==> config.mk <==
export PLATFORM = sky130hd
export DESIGN_NAME = prt_scaler_coef_seq_flat
export DESIGN_NICKNAME = d
export VERILOG_FILES = /design/src/rtl/prt_scaler_pkg.sv /design/src/rtl/prt_scaler_coef_seq_if.sv /design/src/rtl/prt_scaler_coef_fifo.sv /design/src/rtl/prt_scaler_coef_seq.sv /design/src/flat_wrapper.sv
export SDC_FILE = /design/constraint.sdc
export NUM_CORES = 1
export LEC_CHECK = 0
export CAP_MARGIN = 20
export CORE_UTILIZATION = 52
export CTS_CLUSTER_SIZE = 20
export DETAILED_ROUTE_END_ITERATION = 10
export MAX_ROUTING_LAYER = met4
export PLACE_DENSITY = 0.76
export SLEW_MARGIN = 40
export SYNTH_ARGS = -nofsm -noshare
export SYNTH_HDL_FRONTEND = slang
export SYNTH_SLANG_ARGS = --single-unit
==> constraint.sdc <==
create_clock -name CLK_IN -period 3.7 [get_ports CLK_IN]
set_input_delay 0.74 -clock CLK_IN [delete_from_list [all_inputs] [get_ports CLK_IN]]
set_output_delay 0.74 -clock CLK_IN [all_outputs]
set_load 0.1 [all_outputs]
==> src/rtl/prt_scaler_pkg.sv <==
// Shared types and constants for the scaler coefficient path.
// Mode enum, per-mode coefficient counts, FIFO depth and ROM latency.
package prt_scaler_pkg;

  typedef enum logic [1:0] {
    MODE_3_2 = 2'd0,
    MODE_2_1 = 2'd1,
    MODE_3_1 = 2'd2,
    MODE_4_3 = 2'd3
  } mode_e;

  typedef enum logic [1:0] {
    S_IDLE  = 2'd0,
    S_ISSUE = 2'd1,
    S_DRAIN = 2'd2
  } state_e;

  localparam int FIFO_DEPTH = 4;
  localparam int ROM_LAT    = 2;

  function automatic int coef_count(input logic [1:0] mode);
    int n;
    case (mode)
      MODE_3_2: n = 17;
      MODE_2_1: n = 3;
      MODE_3_1: n = 11;
      default:  n = 76;
    endcase
    return n;
  endfunction

endpackage

==> src/rtl/prt_scaler_coef_seq_if.sv <==
// Control, ROM and coefficient-stream bundle of the sequencer.
// slave is the sequencer view, master the surrounding logic.
interface prt_scaler_coef_seq_if #(
  parameter int P_MODE = 2,
  parameter int P_IDX  = 7,
  parameter int P_DAT  = 8
);
  logic [P_MODE-1:0]       CFG_MODE_IN;
  logic                    STR_IN;
  logic                    CLR_IN;
  logic                    BUSY_OUT;
  logic                    DONE_OUT;
  logic [P_MODE+P_IDX-1:0] ROM_SEL_OUT;
  logic [P_DAT-1:0]        ROM_DAT_IN;
  logic [P_DAT-1:0]        COEF_DAT_OUT;
  logic [P_IDX-1:0]        COEF_IDX_OUT;
  logic                    COEF_LAST_OUT;
  logic                    COEF_VLD_OUT;
  logic                    COEF_RDY_IN;

  modport slave (
    input  CFG_MODE_IN, STR_IN, CLR_IN,
    input  ROM_DAT_IN, COEF_RDY_IN,
    output BUSY_OUT, DONE_OUT, ROM_SEL_OUT,
    output COEF_DAT_OUT, COEF_IDX_OUT,
    output COEF_LAST_OUT, COEF_VLD_OUT
  );

  modport master (
    output CFG_MODE_IN, STR_IN, CLR_IN,
    output ROM_DAT_IN, COEF_RDY_IN,
    input  BUSY_OUT, DONE_OUT, ROM_SEL_OUT,
    input  COEF_DAT_OUT, COEF_IDX_OUT,
    input  COEF_LAST_OUT, COEF_VLD_OUT
  );
endinterface

==> src/rtl/prt_scaler_coef_fifo.sv <==
// 4-deep first-word-fall-through buffer of {dat, idx, last}.
// Head is forced to zero while empty; clr empties it synchronously.
module prt_scaler_coef_fifo
  import prt_scaler_pkg::*;
#(
  parameter int P_IDX = 7,
  parameter int P_DAT = 8
) (
  input  logic             clk,
  input  logic             rst,
  input  logic             clr,
  input  logic             wr_en,
  input  logic [P_DAT-1:0] wr_dat,
  input  logic [P_IDX-1:0] wr_idx,
  input  logic             wr_last,
  input  logic             rd_en,
  output logic [P_DAT-1:0] rd_dat,
  output logic [P_IDX-1:0] rd_idx,
  output logic             rd_last,
  output logic             vld,
  output logic [2:0]       cnt
);
  localparam int W  = P_DAT + P_IDX + 1;
  localparam int AW = $clog2(FIFO_DEPTH);
  localparam logic [2:0] DEPTH_C = 3'(FIFO_DEPTH);

  logic [W-1:0]  mem_q [FIFO_DEPTH];
  logic [W-1:0]  mem_d [FIFO_DEPTH];
  logic [AW-1:0] wp_q, wp_d, rp_q, rp_d;
  logic [2:0]    cnt_q, cnt_d;
  logic          rd, wr;

  assign vld = cnt_q != 3'd0;
  assign cnt = cnt_q;
  assign rd  = rd_en & vld;
  assign wr  = wr_en & ((cnt_q != DEPTH_C) | rd);

  assign {rd_dat, rd_idx, rd_last} = vld ? mem_q[rp_q] : '0;

  always_comb begin
    mem_d = mem_q;
    wp_d  = wp_q;
    rp_d  = rp_q;
    cnt_d = cnt_q + 3'(wr) - 3'(rd);
    if (wr) begin
      mem_d[wp_q] = {wr_dat, wr_idx, wr_last};
      wp_d        = wp_q + AW'(1);
    end
    if (rd) rp_d = rp_q + AW'(1);
    if (clr) begin
      wp_d  = '0;
      rp_d  = '0;
      cnt_d = '0;
    end
  end

  always_ff @(posedge clk or posedge rst) begin
    if (rst) begin
      for (int i = 0; i < FIFO_DEPTH; i++) mem_q[i] <= '0;
      wp_q  <= '0;
      rp_q  <= '0;
      cnt_q <= '0;
    end else begin
      mem_q <= mem_d;
      wp_q  <= wp_d;
      rp_q  <= rp_d;
      cnt_q <= cnt_d;
    end
  end

endmodule

==> src/rtl/prt_scaler_coef_seq.sv <==
// Walks all coefficient indices of a ratio mode through the ROM and
// realigns the 2-cycle read data with its index into a valid/ready stream.
module prt_scaler_coef_seq
  import prt_scaler_pkg::*;
#(
  parameter int P_MODE = 2,
  parameter int P_IDX  = 7,
  parameter int P_DAT  = 8
) (
  input logic                 CLK_IN,
  input logic                 RST_IN,
  prt_scaler_coef_seq_if.slave bus
);
  localparam int TW = P_IDX + 2;

  state_e                  st_q, st_d;
  logic [P_MODE-1:0]       mode_q, mode_d;
  logic [P_IDX-1:0]        idx_q, idx_d;
  logic [P_MODE+P_IDX-1:0] sel_q, sel_d;
  logic                    iss_vld_q, iss_vld_d;
  logic                    iss_last_q, iss_last_d;
  logic                    done0_q, done0_d;
  logic [TW-1:0]           tag_q [ROM_LAT];
  logic [TW-1:0]           tag_d [ROM_LAT];
  logic [TW-1:0]           tag_o;

  logic [P_IDX-1:0] cnt_w, str_cnt;
  logic [3:0]       used;
  logic             issue, last_iss, xfer;
  logic [P_DAT-1:0] f_dat;
  logic [P_IDX-1:0] f_idx;
  logic             f_last, f_vld;
  logic [2:0]       f_cnt;

  assign cnt_w    = P_IDX'(coef_count(2'(mode_q)));
  assign str_cnt  = P_IDX'(coef_count(2'(bus.CFG_MODE_IN)));
  assign last_iss = idx_q == cnt_w;
  assign xfer     = f_vld & bus.COEF_RDY_IN;
  assign tag_o    = tag_q[ROM_LAT-1];

  // Credits: buffered plus in-flight, less the entry leaving this cycle.
  always_comb begin
    used = 4'(f_cnt) + 4'(iss_vld_q) - 4'(xfer);
    for (int i = 0; i < ROM_LAT; i++) used = used + 4'(tag_q[i][TW-1]);
  end

  assign issue = (st_q == S_ISSUE) && !bus.CLR_IN &&
                 (used < 4'(FIFO_DEPTH));

  always_comb begin
    st_d       = st_q;
    mode_d     = mode_q;
    idx_d      = idx_q;
    sel_d      = sel_q;
    iss_vld_d  = issue;
    iss_last_d = iss_last_q;
    done0_d    = 1'b0;
    tag_d[0]   = {iss_vld_q, iss_last_q, sel_q[P_IDX-1:0]};
    for (int i = 1; i < ROM_LAT; i++) tag_d[i] = tag_q[i-1];
    if (issue) begin
      sel_d      = {mode_q, idx_q};
      iss_last_d = last_iss;
      idx_d      = idx_q + P_IDX'(1);
    end
    unique case (st_q)
      S_IDLE: if (bus.STR_IN) begin
        mode_d = bus.CFG_MODE_IN;
        idx_d  = P_IDX'(1);
        if (str_cnt == '0) done0_d = 1'b1;
        else               st_d    = S_ISSUE;
      end
      S_ISSUE: if (issue && last_iss) st_d = S_DRAIN;
      S_DRAIN: if (xfer && f_last)    st_d = S_IDLE;
      default: st_d = S_IDLE;
    endcase
    if (bus.CLR_IN) begin
      st_d      = S_IDLE;
      mode_d    = mode_q;
      idx_d     = idx_q;
      done0_d   = 1'b0;
      iss_vld_d = 1'b0;
      for (int i = 0; i < ROM_LAT; i++) tag_d[i] = '0;
    end
  end

  always_ff @(posedge CLK_IN or posedge RST_IN) begin
    if (RST_IN) begin
      st_q       <= S_IDLE;
      mode_q     <= '0;
      idx_q      <= '0;
      sel_q      <= '0;
      iss_vld_q  <= 1'b0;
      iss_last_q <= 1'b0;
      done0_q    <= 1'b0;
      for (int i = 0; i < ROM_LAT; i++) tag_q[i] <= '0;
    end else begin
      st_q       <= st_d;
      mode_q     <= mode_d;
      idx_q      <= idx_d;
      sel_q      <= sel_d;
      iss_vld_q  <= iss_vld_d;
      iss_last_q <= iss_last_d;
      done0_q    <= done0_d;
      tag_q      <= tag_d;
    end
  end

  prt_scaler_coef_fifo #(
    .P_IDX(P_IDX),
    .P_DAT(P_DAT)
  ) u_fifo (
    .clk    (CLK_IN),
    .rst    (RST_IN),
    .clr    (bus.CLR_IN),
    .wr_en  (tag_o[TW-1]),
    .wr_dat (bus.ROM_DAT_IN),
    .wr_idx (tag_o[P_IDX-1:0]),
    .wr_last(tag_o[P_IDX]),
    .rd_en  (bus.COEF_RDY_IN),
    .rd_dat (f_dat),
    .rd_idx (f_idx),
    .rd_last(f_last),
    .vld    (f_vld),
    .cnt    (f_cnt)
  );

  assign bus.BUSY_OUT      = st_q != S_IDLE;
  assign bus.DONE_OUT      = done0_q |
    ((st_q == S_DRAIN) && xfer && f_last && !bus.CLR_IN);
  assign bus.ROM_SEL_OUT   = sel_q;
  assign bus.COEF_DAT_OUT  = f_dat;
  assign bus.COEF_IDX_OUT  = f_idx;
  assign bus.COEF_LAST_OUT = f_last;
  assign bus.COEF_VLD_OUT  = f_vld;

endmodule

==> src/flat_wrapper.sv <==
// flat-port wrapper written by rule: the top's interface ports become plain ports
module prt_scaler_coef_seq_flat import prt_scaler_pkg::*;
#(
  parameter int P_MODE = 2,
  parameter int P_IDX  = 7,
  parameter int P_DAT  = 8
)
  (CLK_IN, RST_IN, bus_CFG_MODE_IN, bus_STR_IN, bus_CLR_IN, bus_ROM_DAT_IN, bus_COEF_RDY_IN, bus_BUSY_OUT, bus_DONE_OUT, bus_ROM_SEL_OUT, bus_COEF_DAT_OUT, bus_COEF_IDX_OUT, bus_COEF_LAST_OUT, bus_COEF_VLD_OUT);
  prt_scaler_coef_seq_if #(.P_MODE(P_MODE), .P_IDX(P_IDX), .P_DAT(P_DAT)) bus_i ();
  input logic CLK_IN;
  input logic RST_IN;
  input wire logic [$bits(bus_i.CFG_MODE_IN)-1:0] bus_CFG_MODE_IN;
  input wire logic [$bits(bus_i.STR_IN)-1:0] bus_STR_IN;
  input wire logic [$bits(bus_i.CLR_IN)-1:0] bus_CLR_IN;
  input wire logic [$bits(bus_i.ROM_DAT_IN)-1:0] bus_ROM_DAT_IN;
  input wire logic [$bits(bus_i.COEF_RDY_IN)-1:0] bus_COEF_RDY_IN;
  output wire logic [$bits(bus_i.BUSY_OUT)-1:0] bus_BUSY_OUT;
  output wire logic [$bits(bus_i.DONE_OUT)-1:0] bus_DONE_OUT;
  output wire logic [$bits(bus_i.ROM_SEL_OUT)-1:0] bus_ROM_SEL_OUT;
  output wire logic [$bits(bus_i.COEF_DAT_OUT)-1:0] bus_COEF_DAT_OUT;
  output wire logic [$bits(bus_i.COEF_IDX_OUT)-1:0] bus_COEF_IDX_OUT;
  output wire logic [$bits(bus_i.COEF_LAST_OUT)-1:0] bus_COEF_LAST_OUT;
  output wire logic [$bits(bus_i.COEF_VLD_OUT)-1:0] bus_COEF_VLD_OUT;
  assign bus_i.CFG_MODE_IN = bus_CFG_MODE_IN;
  assign bus_i.STR_IN = bus_STR_IN;
  assign bus_i.CLR_IN = bus_CLR_IN;
  assign bus_i.ROM_DAT_IN = bus_ROM_DAT_IN;
  assign bus_i.COEF_RDY_IN = bus_COEF_RDY_IN;
  assign bus_BUSY_OUT = bus_i.BUSY_OUT;
  assign bus_DONE_OUT = bus_i.DONE_OUT;
  assign bus_ROM_SEL_OUT = bus_i.ROM_SEL_OUT;
  assign bus_COEF_DAT_OUT = bus_i.COEF_DAT_OUT;
  assign bus_COEF_IDX_OUT = bus_i.COEF_IDX_OUT;
  assign bus_COEF_LAST_OUT = bus_i.COEF_LAST_OUT;
  assign bus_COEF_VLD_OUT = bus_i.COEF_VLD_OUT;
  prt_scaler_coef_seq #(.P_MODE(P_MODE), .P_IDX(P_IDX), .P_DAT(P_DAT)) u_core (.CLK_IN(CLK_IN), .RST_IN(RST_IN), .bus(bus_i));
endmodule
==> results.yml <==
run_status:
  status: "completed"
route:
  drtPass1Iterations: 4
  wl_um: 9440
  route.detailed.drc: 0
  vias: 3027
  vias_per_cell: 5.40
  ant_nets: 0
  drtIter0Drc: 104
  wire_per_inst_um: 16.8
grt:
  grt_pass1_wl_um: 15900
  grt_max_degree: 73
  grt_pass1_vias: 3115
  antenna_found_initial: 0
  track_usage_pct: 20.8
  grt_overflow: 0
finish:
  nets: 456
  diodes: 0
  drive_gt1_share_pct: 27.8
  layout_common_cells: "112 x dfrtp_1, 40 x mux2_1, 29 x mux2_2, 26 x buf_4, 22 x nor2b_1"
  fin_area_um2: 5950
  area_growth_pct: 13.1
  final_common_cell: "dfrtp_1"
floorplanning:
  io_pins: 43
  rows: 36
  die_h_um: 103
  fp.dieW_um: 103
  start_util_pct: 53.8
  coreArea_um2: 9770
  fp.dieArea_um2: 10500
pwr:
  peakVddDrop_mv: 0.431
  combPwrFrac_pct: 41.7
  total_power_mw: 3.78
  clock_power_share_pct: 18.6
  p_leak_nw: 2.97
  power_density_nw_per_um2: 635
  switching_share_pct: 42.7
  p_switching_mw: 1.61
  seqPwrFrac_pct: 39.7
  power.internal_mw: 2.16
worst_setup_path:
  worstSetupStartpointType: "flop"
  rr_worst_depth: 11
  cp_common_cell: "nand2_1"
  startpoint: "u_core.u_fifo.cnt[0]$_DFF_PP0_"
  cp_cell_sequence: "or3_2 > nand2_1 > or2_2 > nand2_1 > fa_1 > ha_1 > a31o_2 > and3_4 > o21ai_4 > inv_6 > mux2_4"
  critical_path_buf_inv_count: 1
  crit_end: "u_core.iss_last_q$_DFFE_PP0N_"
  regToRegStartpoint: "u_core.u_fifo.cnt[0]$_DFF_PP0_"
  required_ps: 3950
  r2r_end: "u_core.iss_last_q$_DFFE_PP0N_"
  path_max_fanout: 8
  cp.arrival_ps: 3570
  crit_cells: 11
  path_delay_family: "simple AND/OR/NAND/NOR gates"
  cp_slowest_cell: "or3_2"
  critPathCaptureType: "flop"
  reg2reg_slack_ps: 390
  crit_type: "reg2reg"
  cp_slowest_stage_delay_ps: 510
yosys:
  syn_inst: 375
  synth.area.top_cells: "dfrtp_1 53%, mux2_1 8.6%, mux4_2 6.9%"
  synth_area_um2: 5260
  synth_xor_area_share_pct: 0.999
  synth_compound_area_share_pct: 3.33
  synth-edff-count: 0
  ys_ff_latch: 112
  ys_warn_count: 0
  netlist.area_leader.share_pct: 53.3
  synth_top_family_by_area: "multiplexers"
  synthesis.nets: 408
  yosys.area.top_type: "dfrtp_1"
  synth.distinct_cells: 48
  async_reset_ff_share_pct: 100
  yosys.area_share.simple_pct: 10.9
  yosys.area_share.adder_pct: 4.57
  muxShareOfSynthArea_pct: 24.2
  syn_avg_cell_area_um2: 14.0
  ys_seq_area_share_pct: 53.3
  synth_flop_cell: "dfrtp_1"
clock_tree:
  clockBufferDepth: 2
  insertion_delay_ps: 360
  root_buffer: "clkbuf_8"
  cts_resized: 0
  cts-htree-levels: 3
  cts_tree: "done"
  cts_setup_buffers: 0
  cts_buffers: 9
  cts_num_sinks: 112
  clkTransAtPathRegs_ps: 120
  cts-hold-fix-buffers: 0
place:
  dp_hpwl_um: 6410
  gp_congestion: 0.884
  placed_area_um2: 5740
  port_buffers: 42
sta:
  post-route-period-util_pct: 89.5
  fin_worst_skew_ps: 16.6
  finalSetupViolCount: 0
  drv_slew: 0
  finalHoldViolations: 0
  rsz0062_at_grt: "false"
  period_minus_slack_ps: 3310
  tightest_slew_ps: 643
  setup_tns_ps: 0
  fmax_mhz: 302
  max-slew-margin-rel_pct: 57.2
min_path:
  holdCritPathClass: "reg2reg"
  min-delay-start: "u_core.tag_q[12]$_DFF_PP0_"
run:
  cap_violations: 0
cell usage after synthesis (all sizes together) (2+ instances only):
library cell,n
dfrtp,112
mux2,74
nor2b,22
nand2,20
and2,16
ha,16
mux4,16
inv,12
nor2,11
o21ai,10
buf,9
mux2i,6
clkbuf,5
nand3,5
xor2,4
nand3b,3
o211ai,3
a211oi,2
a21oi,2
fa,2
nand2b,2
nand4,2
nand4b,2
nor3b,2
or2,2
or3,2
or4b,2
xnor2,2
how the worst min path moves through the flow:
stage                                      endpoint  slack (ps)  cells past startpoint
after floorplan           u_core.tag_o[0]$_DFF_PP0_         440                      1
after global placement    u_core.tag_o[1]$_DFF_PP0_         440                      1
after detailed placement  u_core.tag_o[5]$_DFF_PP0_         460                      1
after CTS                 u_core.tag_o[6]$_DFF_PP0_         480                      1
after global routing      u_core.tag_o[7]$_DFF_PP0_         510                      1
final                     u_core.tag_o[3]$_DFF_PP0_         480                      1
state kept, by name, summed over array words and instances (netlist names):
register,flops
u_core.bus.ROM_SEL_OUT,9
u_core.done0_q,1
u_core.idx_q,7
u_core.iss_last_q,1
u_core.iss_vld_q,1
u_core.mode_q,2
u_core.st_q,2
u_core.tag_o,9
u_core.tag_q,9
u_core.u_fifo.cnt,3
u_core.u_fifo.mem_q,64
u_core.u_fifo.rp_q,2
u_core.u_fifo.wp_q,2
per-stage QoR:
step	hold slack (ps)	util (%)	worst slack (ps)	cells
after floorplan	439	-	0.995	375
after global placement	444	59.3	225	545
after detailed placement	457	58.8	133	545
after CTS	482	60.8	370	561
after global routing	506	60.8	253	561
final	478	60.8	388	561
cell type report:
| class | count | area [µm²] |
|---|---|---|
| fillers | 785 | 3830 |
| well taps | 133 | 166 |
| clock inverters | 7 | 72.6 |
| repair buffers | 51 | 405 |
| flip-flops and latches | 112 | 2800 |
| inverters | 12 | 55.1 |
| multi-input cells | 237 | 2320 |
| clock buffers | 9 | 124 |
cells by family (layout without fill, tap and decap cells):
kind of cell / Yosys count / count (layout)
AOI/OAI and AO/OA: 23 / 23
xor gates and xnor gates: 6 / 6
adders and majority gates: 18 / 18
and+or+nand+nor: 94 / 94
buffers and inverters: 26 / 79
muxes: 96 / 96
DFF: 112 / 112
per-layer routing:
layer  vias to the layer above  track usage [%]  share of wire, %
li1                       1422                -                 -
met3                        12             2.78               3.0
met2                        63             33.0                49
met1                      1530             27.9                47
met5                         -                -                 0
met4                         0             6.59               1.2
power groups by stage:
stage          logic (mW)  clock network (mW)  registers [mW]
2_1_floorplan        1.12                   0            1.65
3_3_place_gp         1.59                   0            1.52
3_5_place_dp         1.58                   0            1.53
4_1_cts              1.59               0.721            1.50
5_1_grt              1.70               0.763            1.52
6_report             1.57               0.702            1.50
Note: power is estimated with default switching activity, not from simulation.
